--- src/rtl/addr_calc_sched_if.sv ---
`default_nettype none
// ============================================================================
// Module   : addr_calc_sched_if
// Brief    : Requester, operand and result handshake bundle for addr_calc_sched.
// Revision : 1.0  initial release
// ============================================================================
interface addr_calc_sched_if #(
  parameter int AW = 8,
  parameter int CW = 16
);
  logic          req0_valid;
  logic [AW-1:0] req0_ptr;
  logic          req0_ready;
  logic          req1_valid;
  logic [AW-1:0] req1_ptr;
  logic          req1_ready;
  logic [AW-1:0] address;
  logic [AW-1:0] b;
  logic          out_valid;
  logic          out_ready;
  logic [CW-1:0] out_count;
  logic          out_src;
  logic          busy;

  modport master (
    output req0_valid, req0_ptr, req1_valid, req1_ptr, address, b, out_ready,
    input  req0_ready, req1_ready, out_valid, out_count, out_src, busy
  );

  modport slave (
    input  req0_valid, req0_ptr, req1_valid, req1_ptr, address, b, out_ready,
    output req0_ready, req1_ready, out_valid, out_count, out_src, busy
  );
endinterface
`default_nettype wire

--- src/rtl/addr_calc_sched.sv ---
`default_nettype none
// ============================================================================
// Module   : addr_calc_sched
// Brief    : Two-requester arbitrated, two-stage count = address - BASE + ptr + b.
//            Define ADDR_CALC_FIXPRIO_EN for fixed priority (req1 wins).
// Revision : 1.0  initial release
// ============================================================================
module addr_calc_sched #(
  parameter int            AW   = 8,
  parameter int            CW   = 16,
  parameter logic [AW-1:0] BASE = 8'h80
) (
  input  logic              clk,
  input  logic              rst_n,
  addr_calc_sched_if.slave  bus
);

  localparam logic [1:0] S_IDLE = 2'd0;
  localparam logic [1:0] S_ONE  = 2'd1;
  localparam logic [1:0] S_TWO  = 2'd2;

  localparam logic [CW-AW-1:0] c_pad  = '0;
  localparam logic [CW-1:0]    c_base = {c_pad, BASE};
`ifdef ADDR_CALC_FIXPRIO_EN
  localparam logic c_fixprio = 1'b1;
`else
  localparam logic c_fixprio = 1'b0;
`endif

  logic [1:0]    r_state;
  logic          r_last_grant;
  logic [AW-1:0] r_ptr;
  logic [AW-1:0] r_addr;
  logic [AW-1:0] r_b;
  logic          r_src;
  logic [CW-1:0] r_p;

  logic w_idle;
  logic w_gnt0;
  logic w_gnt1;
  logic w_accept;

  assign w_idle   = (r_state == S_IDLE);
  // req1 wins on contention only when req0 was served last (or always in fixed priority)
  assign w_gnt1   = bus.req1_valid & (c_fixprio | ~bus.req0_valid | ~r_last_grant);
  assign w_gnt0   = bus.req0_valid & ~w_gnt1;
  assign w_accept = w_idle & (bus.req0_valid | bus.req1_valid);

  assign bus.req0_ready = w_idle & w_gnt0;
  assign bus.req1_ready = w_idle & w_gnt1;
  assign bus.out_valid  = (r_state == S_TWO);
  assign bus.out_count  = r_p + {c_pad, r_b};
  assign bus.out_src    = r_src;
  assign bus.busy       = ~w_idle;

  always_ff @(posedge clk or negedge rst_n) begin
    if (!rst_n) begin
      r_state      <= S_IDLE;
      r_last_grant <= 1'b1;
      r_ptr        <= '0;
      r_addr       <= '0;
      r_b          <= '0;
      r_src        <= 1'b0;
      r_p          <= '0;
    end else begin
      case (r_state)
        S_IDLE: begin
          if (w_accept) begin
            r_ptr        <= w_gnt1 ? bus.req1_ptr : bus.req0_ptr;
            r_addr       <= bus.address;
            r_b          <= bus.b;
            r_src        <= w_gnt1;
            r_last_grant <= w_gnt1;
            r_state      <= S_ONE;
          end
        end
        S_ONE: begin
          r_p     <= {c_pad, r_addr} - c_base + {c_pad, r_ptr};
          r_state <= S_TWO;
        end
        S_TWO: begin
          // r_p/r_b/r_src are untouched here, so the result holds under backpressure
          if (bus.out_ready) r_state <= S_IDLE;
        end
        default: r_state <= S_IDLE;
      endcase
    end
  end

endmodule
`default_nettype wire

--- src/flat_wrapper.sv ---
// flat-port wrapper written by rule: the top's interface ports become plain ports
module addr_calc_sched_flat 
#(
  parameter int            AW   = 8,
  parameter int            CW   = 16,
  parameter logic [AW-1:0] BASE = 8'h80
)
  (clk, rst_n, bus_req0_valid, bus_req0_ptr, bus_req1_valid, bus_req1_ptr, bus_address, bus_b, bus_out_ready, bus_req0_ready, bus_req1_ready, bus_out_valid, bus_out_count, bus_out_src, bus_busy);
  addr_calc_sched_if #(.AW(AW), .CW(CW)) bus_i ();
  input  logic clk;
  input  logic rst_n;
  input wire logic [$bits(bus_i.req0_valid)-1:0] bus_req0_valid;
  input wire logic [$bits(bus_i.req0_ptr)-1:0] bus_req0_ptr;
  input wire logic [$bits(bus_i.req1_valid)-1:0] bus_req1_valid;
  input wire logic [$bits(bus_i.req1_ptr)-1:0] bus_req1_ptr;
  input wire logic [$bits(bus_i.address)-1:0] bus_address;
  input wire logic [$bits(bus_i.b)-1:0] bus_b;
  input wire logic [$bits(bus_i.out_ready)-1:0] bus_out_ready;
  output wire logic [$bits(bus_i.req0_ready)-1:0] bus_req0_ready;
  output wire logic [$bits(bus_i.req1_ready)-1:0] bus_req1_ready;
  output wire logic [$bits(bus_i.out_valid)-1:0] bus_out_valid;
  output wire logic [$bits(bus_i.out_count)-1:0] bus_out_count;
  output wire logic [$bits(bus_i.out_src)-1:0] bus_out_src;
  output wire logic [$bits(bus_i.busy)-1:0] bus_busy;
  assign bus_i.req0_valid = bus_req0_valid;
  assign bus_i.req0_ptr = bus_req0_ptr;
  assign bus_i.req1_valid = bus_req1_valid;
  assign bus_i.req1_ptr = bus_req1_ptr;
  assign bus_i.address = bus_address;
  assign bus_i.b = bus_b;
  assign bus_i.out_ready = bus_out_ready;
  assign bus_req0_ready = bus_i.req0_ready;
  assign bus_req1_ready = bus_i.req1_ready;
  assign bus_out_valid = bus_i.out_valid;
  assign bus_out_count = bus_i.out_count;
  assign bus_out_src = bus_i.out_src;
  assign bus_busy = bus_i.busy;
  addr_calc_sched #(.AW(AW), .CW(CW), .BASE(BASE)) u_core (.clk(clk), .rst_n(rst_n), .bus(bus_i));
endmodule
--- config.mk ---
export PLATFORM = sky130hd
export DESIGN_NAME = addr_calc_sched_flat
export DESIGN_NICKNAME = d
export VERILOG_FILES = /design/src/rtl/addr_calc_sched_if.sv /design/src/rtl/addr_calc_sched.sv /design/src/flat_wrapper.sv
export SDC_FILE = /design/constraint.sdc
export NUM_CORES = 1
export LEC_CHECK = 0
export CAP_MARGIN = 0
export CORE_MARGIN = 3
export CORE_UTILIZATION = 30
export DETAILED_ROUTE_END_ITERATION = 7
export GPL_ROUTABILITY_DRIVEN = 0
export GPL_TIMING_DRIVEN = 0
export SETUP_SLACK_MARGIN = 0.4
export SYNTH_ARGS = -nofsm -noshare
export SYNTH_HDL_FRONTEND = slang
export SYNTH_SLANG_ARGS = --single-unit
--- constraint.sdc ---
create_clock -name clk -period 4.9 [get_ports clk]
set_clock_uncertainty 0.15 [all_clocks]
set_input_delay 0.735 -clock clk [delete_from_list [all_inputs] [get_ports clk]]
set_output_delay 0.735 -clock clk [all_outputs]
set_load 0.01 [all_outputs]
==> results.md <==
- Die Wd: 99.5 µm
- Reg2reg setup slack: approximately 2.8 ns
- Area grow syn2layout: 30.3%
- Leakage Power: 1.57 nW
- Max incr delay on CP: ~0.55 ns
- Die H: 99.5 µm
- Power Density: about 740 mW/mm²
- Worst slew pin tran: 0.531 ns
- Power Internal: 1.44 mW
- Syn Inst Count: 282
- Crit path time final: 3.58 ns
- Share of cells above drive strength 1: 0.0605
- Vias: 2153
- Syn Nets: about 340
- Hold crit path type: primary input to asynchronous set/reset pin
- Slowest cell on the critical path: clkdlybuf4s50_1
- Pre-CTS setup slack: 1.58 ns
- First-pass GRT wire length: approximately 9.6 mm
- Post-synthesis cell type count: 47
- Wire length per cell: around 13 µm
- Final Cycle Share: 0.731
- Clk_lat worst skew: 0.29 ns
- Total Nets Final: 404
- Startpoint types: flop
- R2R cell count: 6
- Sw Pwr: 1.09 mW
- Largest net degree at the start of global routing: 25
- MaxCap Viol Count: 0
- R2r endpoint: u_core.r_p[8]
- Pre-antenna DRT Iters: 4
- Hold Fails Final Rpt: 0
- Yosys reg bits: 44
- Outcome: completed
- Post-DP HPWL: 4.70 mm
- CTS Sinks: 44
- Critical path data arrival time: 2.70 ns
- H-tree depth: 2
- CTS buffer count: 5
- Sw frac: 0.431
- Cell area after synthesis: about 0.0026 mm²
- Critical path class: flop to output pin
- Post-Route WL: just under 6 mm
- Number of synthesized flops with an enable pin: 0
- Gr ovfl total: 0
- Die area: 0.00990 mm²
- Relative slew slack: 0.646
- Crit Path Max Fanout: 3
- Post-route setup slack: 1.32 ns
- Setup violators final: 0
- Maximum clock rate: about 280 MHz
- Post-CTS setup buffer count: 0
- Seq/Total Area, Yosys: 0.420
- Vias in the first global route: 2077
- Flop pwr share: 0.274
- Top_reg_cell synth: dfrtp_1
- DR iter-0 viols: 89
- Buf/Inv on CP: 1
- WP depth: 7
- Combinational fraction of design power: 0.642
- RSZ-0062 raised after global routing: no
- Post-CTS sizing: 0
- CTS tree: done
- DR vias/cell: approximately 4.8
- Max Buffers Root-to-Sink: 2
- Yosys warning count: 0
- Syn avg cell area: 9.30 µm²
- Starting Density: 0.314
- Remaining routing DRC violations: 0
- # hold bufs at CTS: 0
- Input/output buffers: 57
- Core ar.: 0.00834 mm²
- Setup crit end kind: output pin
- Num rows: 33
- Detail Route Antenna Nets: 0
- TNS Setup: 0 ns
- Slew Limit Fails: 0
- Clk root buf: clkbuf_8
- Crit path max-delay family: adder cells
- Fillers: roughly 850
- Initial antenna violation count: 0
- Number of I/O pins: 58
- Reg-to-reg startpoint: u_core.r_addr[0]
- Clk pwr share: 0.084
- Clock-pin slew on the worst setup and hold paths: 0.08 ns
- Post-synthesis async set-or-reset flop share: 1.00
- Diode count: 0
- Critical Path RT: 4.01 ns
- Worst VDD drop: 0.000237 V
- Total GRT Usage: 0.121
- Cell chain of the critical path: ha_1 -> fa_1 -> a211oi_2 -> o21bai_1 -> a21oi_1 -> xnor2_1 -> clkdlybuf4s50_1
-- sequential cells by signal (all words and copies together), names as in the netlist --
register / flops
u_core.r_p: 16
u_core.r_b: 8
u_core.r_last_grant: 1
u_core.bus.out_src: 1
u_core.r_addr: 8
u_core.r_state: 2
u_core.r_ptr: 8
-- cells in the final DEF, fill, tap and decap left out, types with 5 or more instances in the layout --
master           instances
a21o_1                   8
a21oi_1                 15
clkbuf_1                 8
clkbuf_8                 5
clkdlybuf4s50_1         56
dfrtp_1                 43
ha_1                    18
inv_1                    7
mux2i_1                  8
nand2_1                 72
nand3_1                  9
nor2_1                   5
o211ai_1                 6
o21ai_0                  7
o21ai_1                 13
xnor2_1                 15
-- synth_stat cells (all sizes together) (5+ instances only) --
| cell | n | area [µm²] |
|---|---|---|
| a21o | 8 | 60.1 |
| a21oi | 16 | 83.8 |
| clkbuf | 7 | 26.3 |
| dfrtp | 43 | 1080 |
| ha | 18 | 225 |
| inv | 8 | 30.0 |
| mux2i | 8 | 80.1 |
| nand2 | 72 | 270 |
| nand3 | 10 | 55.1 |
| nor2 | 5 | 18.8 |
| o211ai | 6 | 45.0 |
| o21ai | 20 | 100 |
| xnor2 | 15 | 131 |
-- cell type report --
class	count	area, µm²	area share
clock buffers	6	72.6	0.0212
multi-input cells	221	1450	0.425
repair buffers	58	586	0.171
plain buffers	9	36.3	0.0106
inverters	8	30.0	0.00879
clock inverters	1	5.00	0.00146
flip-flops and latches	44	1100	0.323
well taps	105	131	0.0384
-- per-stage QoR --
| step | hold WS (ns) | total power, mW | instances | cell area, µm² | utilization |
|---|---|---|---|---|---|
| after CTS | 0.263 | 2.56 | 452 | 3420 | 0.410 |
| after global routing | 0.279 | 2.77 | 452 | 3420 | 0.410 |
| after floorplan | 0.289 | 1.74 | 282 | 2620 | - |
| after detailed placement | 0.316 | 2.34 | 445 | 3340 | 0.400 |
| after global placement | 0.313 | 2.31 | 444 | 3320 | 0.399 |
| final | 0.254 | 2.53 | 452 | 3420 | 0.410 |
-- how the worst max path moves through the flow --
stage / from / slack [ns] / end
detailed placement: bus_req1_valid / 1.58 / bus_req1_ready
floorplan: u_core.r_p[0] / 2.24 / bus_out_count[6]
global placement: bus_req1_valid / 1.60 / bus_req1_ready
CTS: u_core.r_p[0] / 1.28 / bus_out_count[6]
global route: u_core.r_p[0] / 1.15 / bus_out_count[6]
finish: u_core.r_p[0] / 1.32 / bus_out_count[6]
-- worst register-to-register path, delay by kind of cell (launching register included) --
kind | cells | cell delay (ns)
AO/OA/AOI/OAI | 3 | 0.72
adder cells (fa/ha/maj) | 2 | 0.66
flip-flops | 1 | 0.39
AND/OR/NAND/NOR | 1 | 0.15
-- power by group through the flow --
| stage | Clock [mW] | Combinational [mW] | Sequential, mW |
|---|---|---|---|
| 2_1_floorplan | 0 | 1.08 | 0.658 |
| 3_3_place_gp | 0 | 1.62 | 0.696 |
| 3_5_place_dp | 0 | 1.64 | 0.704 |
| 4_1_cts | 0.219 | 1.65 | 0.697 |
| 5_1_grt | 0.234 | 1.81 | 0.722 |
| 6_report | 0.212 | 1.62 | 0.693 |
-- cells by family after synthesis --
logic type	count (synthesis)	share of synthesized area
buffers and inverters	17	0.0253
flip-flops	44	0.420
XOR/XNOR	17	0.0568
adder cells (fa/ha/maj)	20	0.101
AO/OA/AOI/OAI	66	0.169
AND/OR/NAND/NOR	110	0.197
multiplexers	8	0.0305
-- layer usage --
metal / up-vias / wire [µm] / share of wire / GRT usage
li1: 1118 / - / - / -
met1: 984 / 2880 / 0.50 / 0.168
met2: 46 / 2580 / 0.45 / 0.188
met3: 5 / 256 / 0.044 / 0.0238
met4: 0 / 78 / 0.013 / 0.0431
met5: - / 0 / 0 / 0
Note: power is estimated with default switching activity, not from simulation.
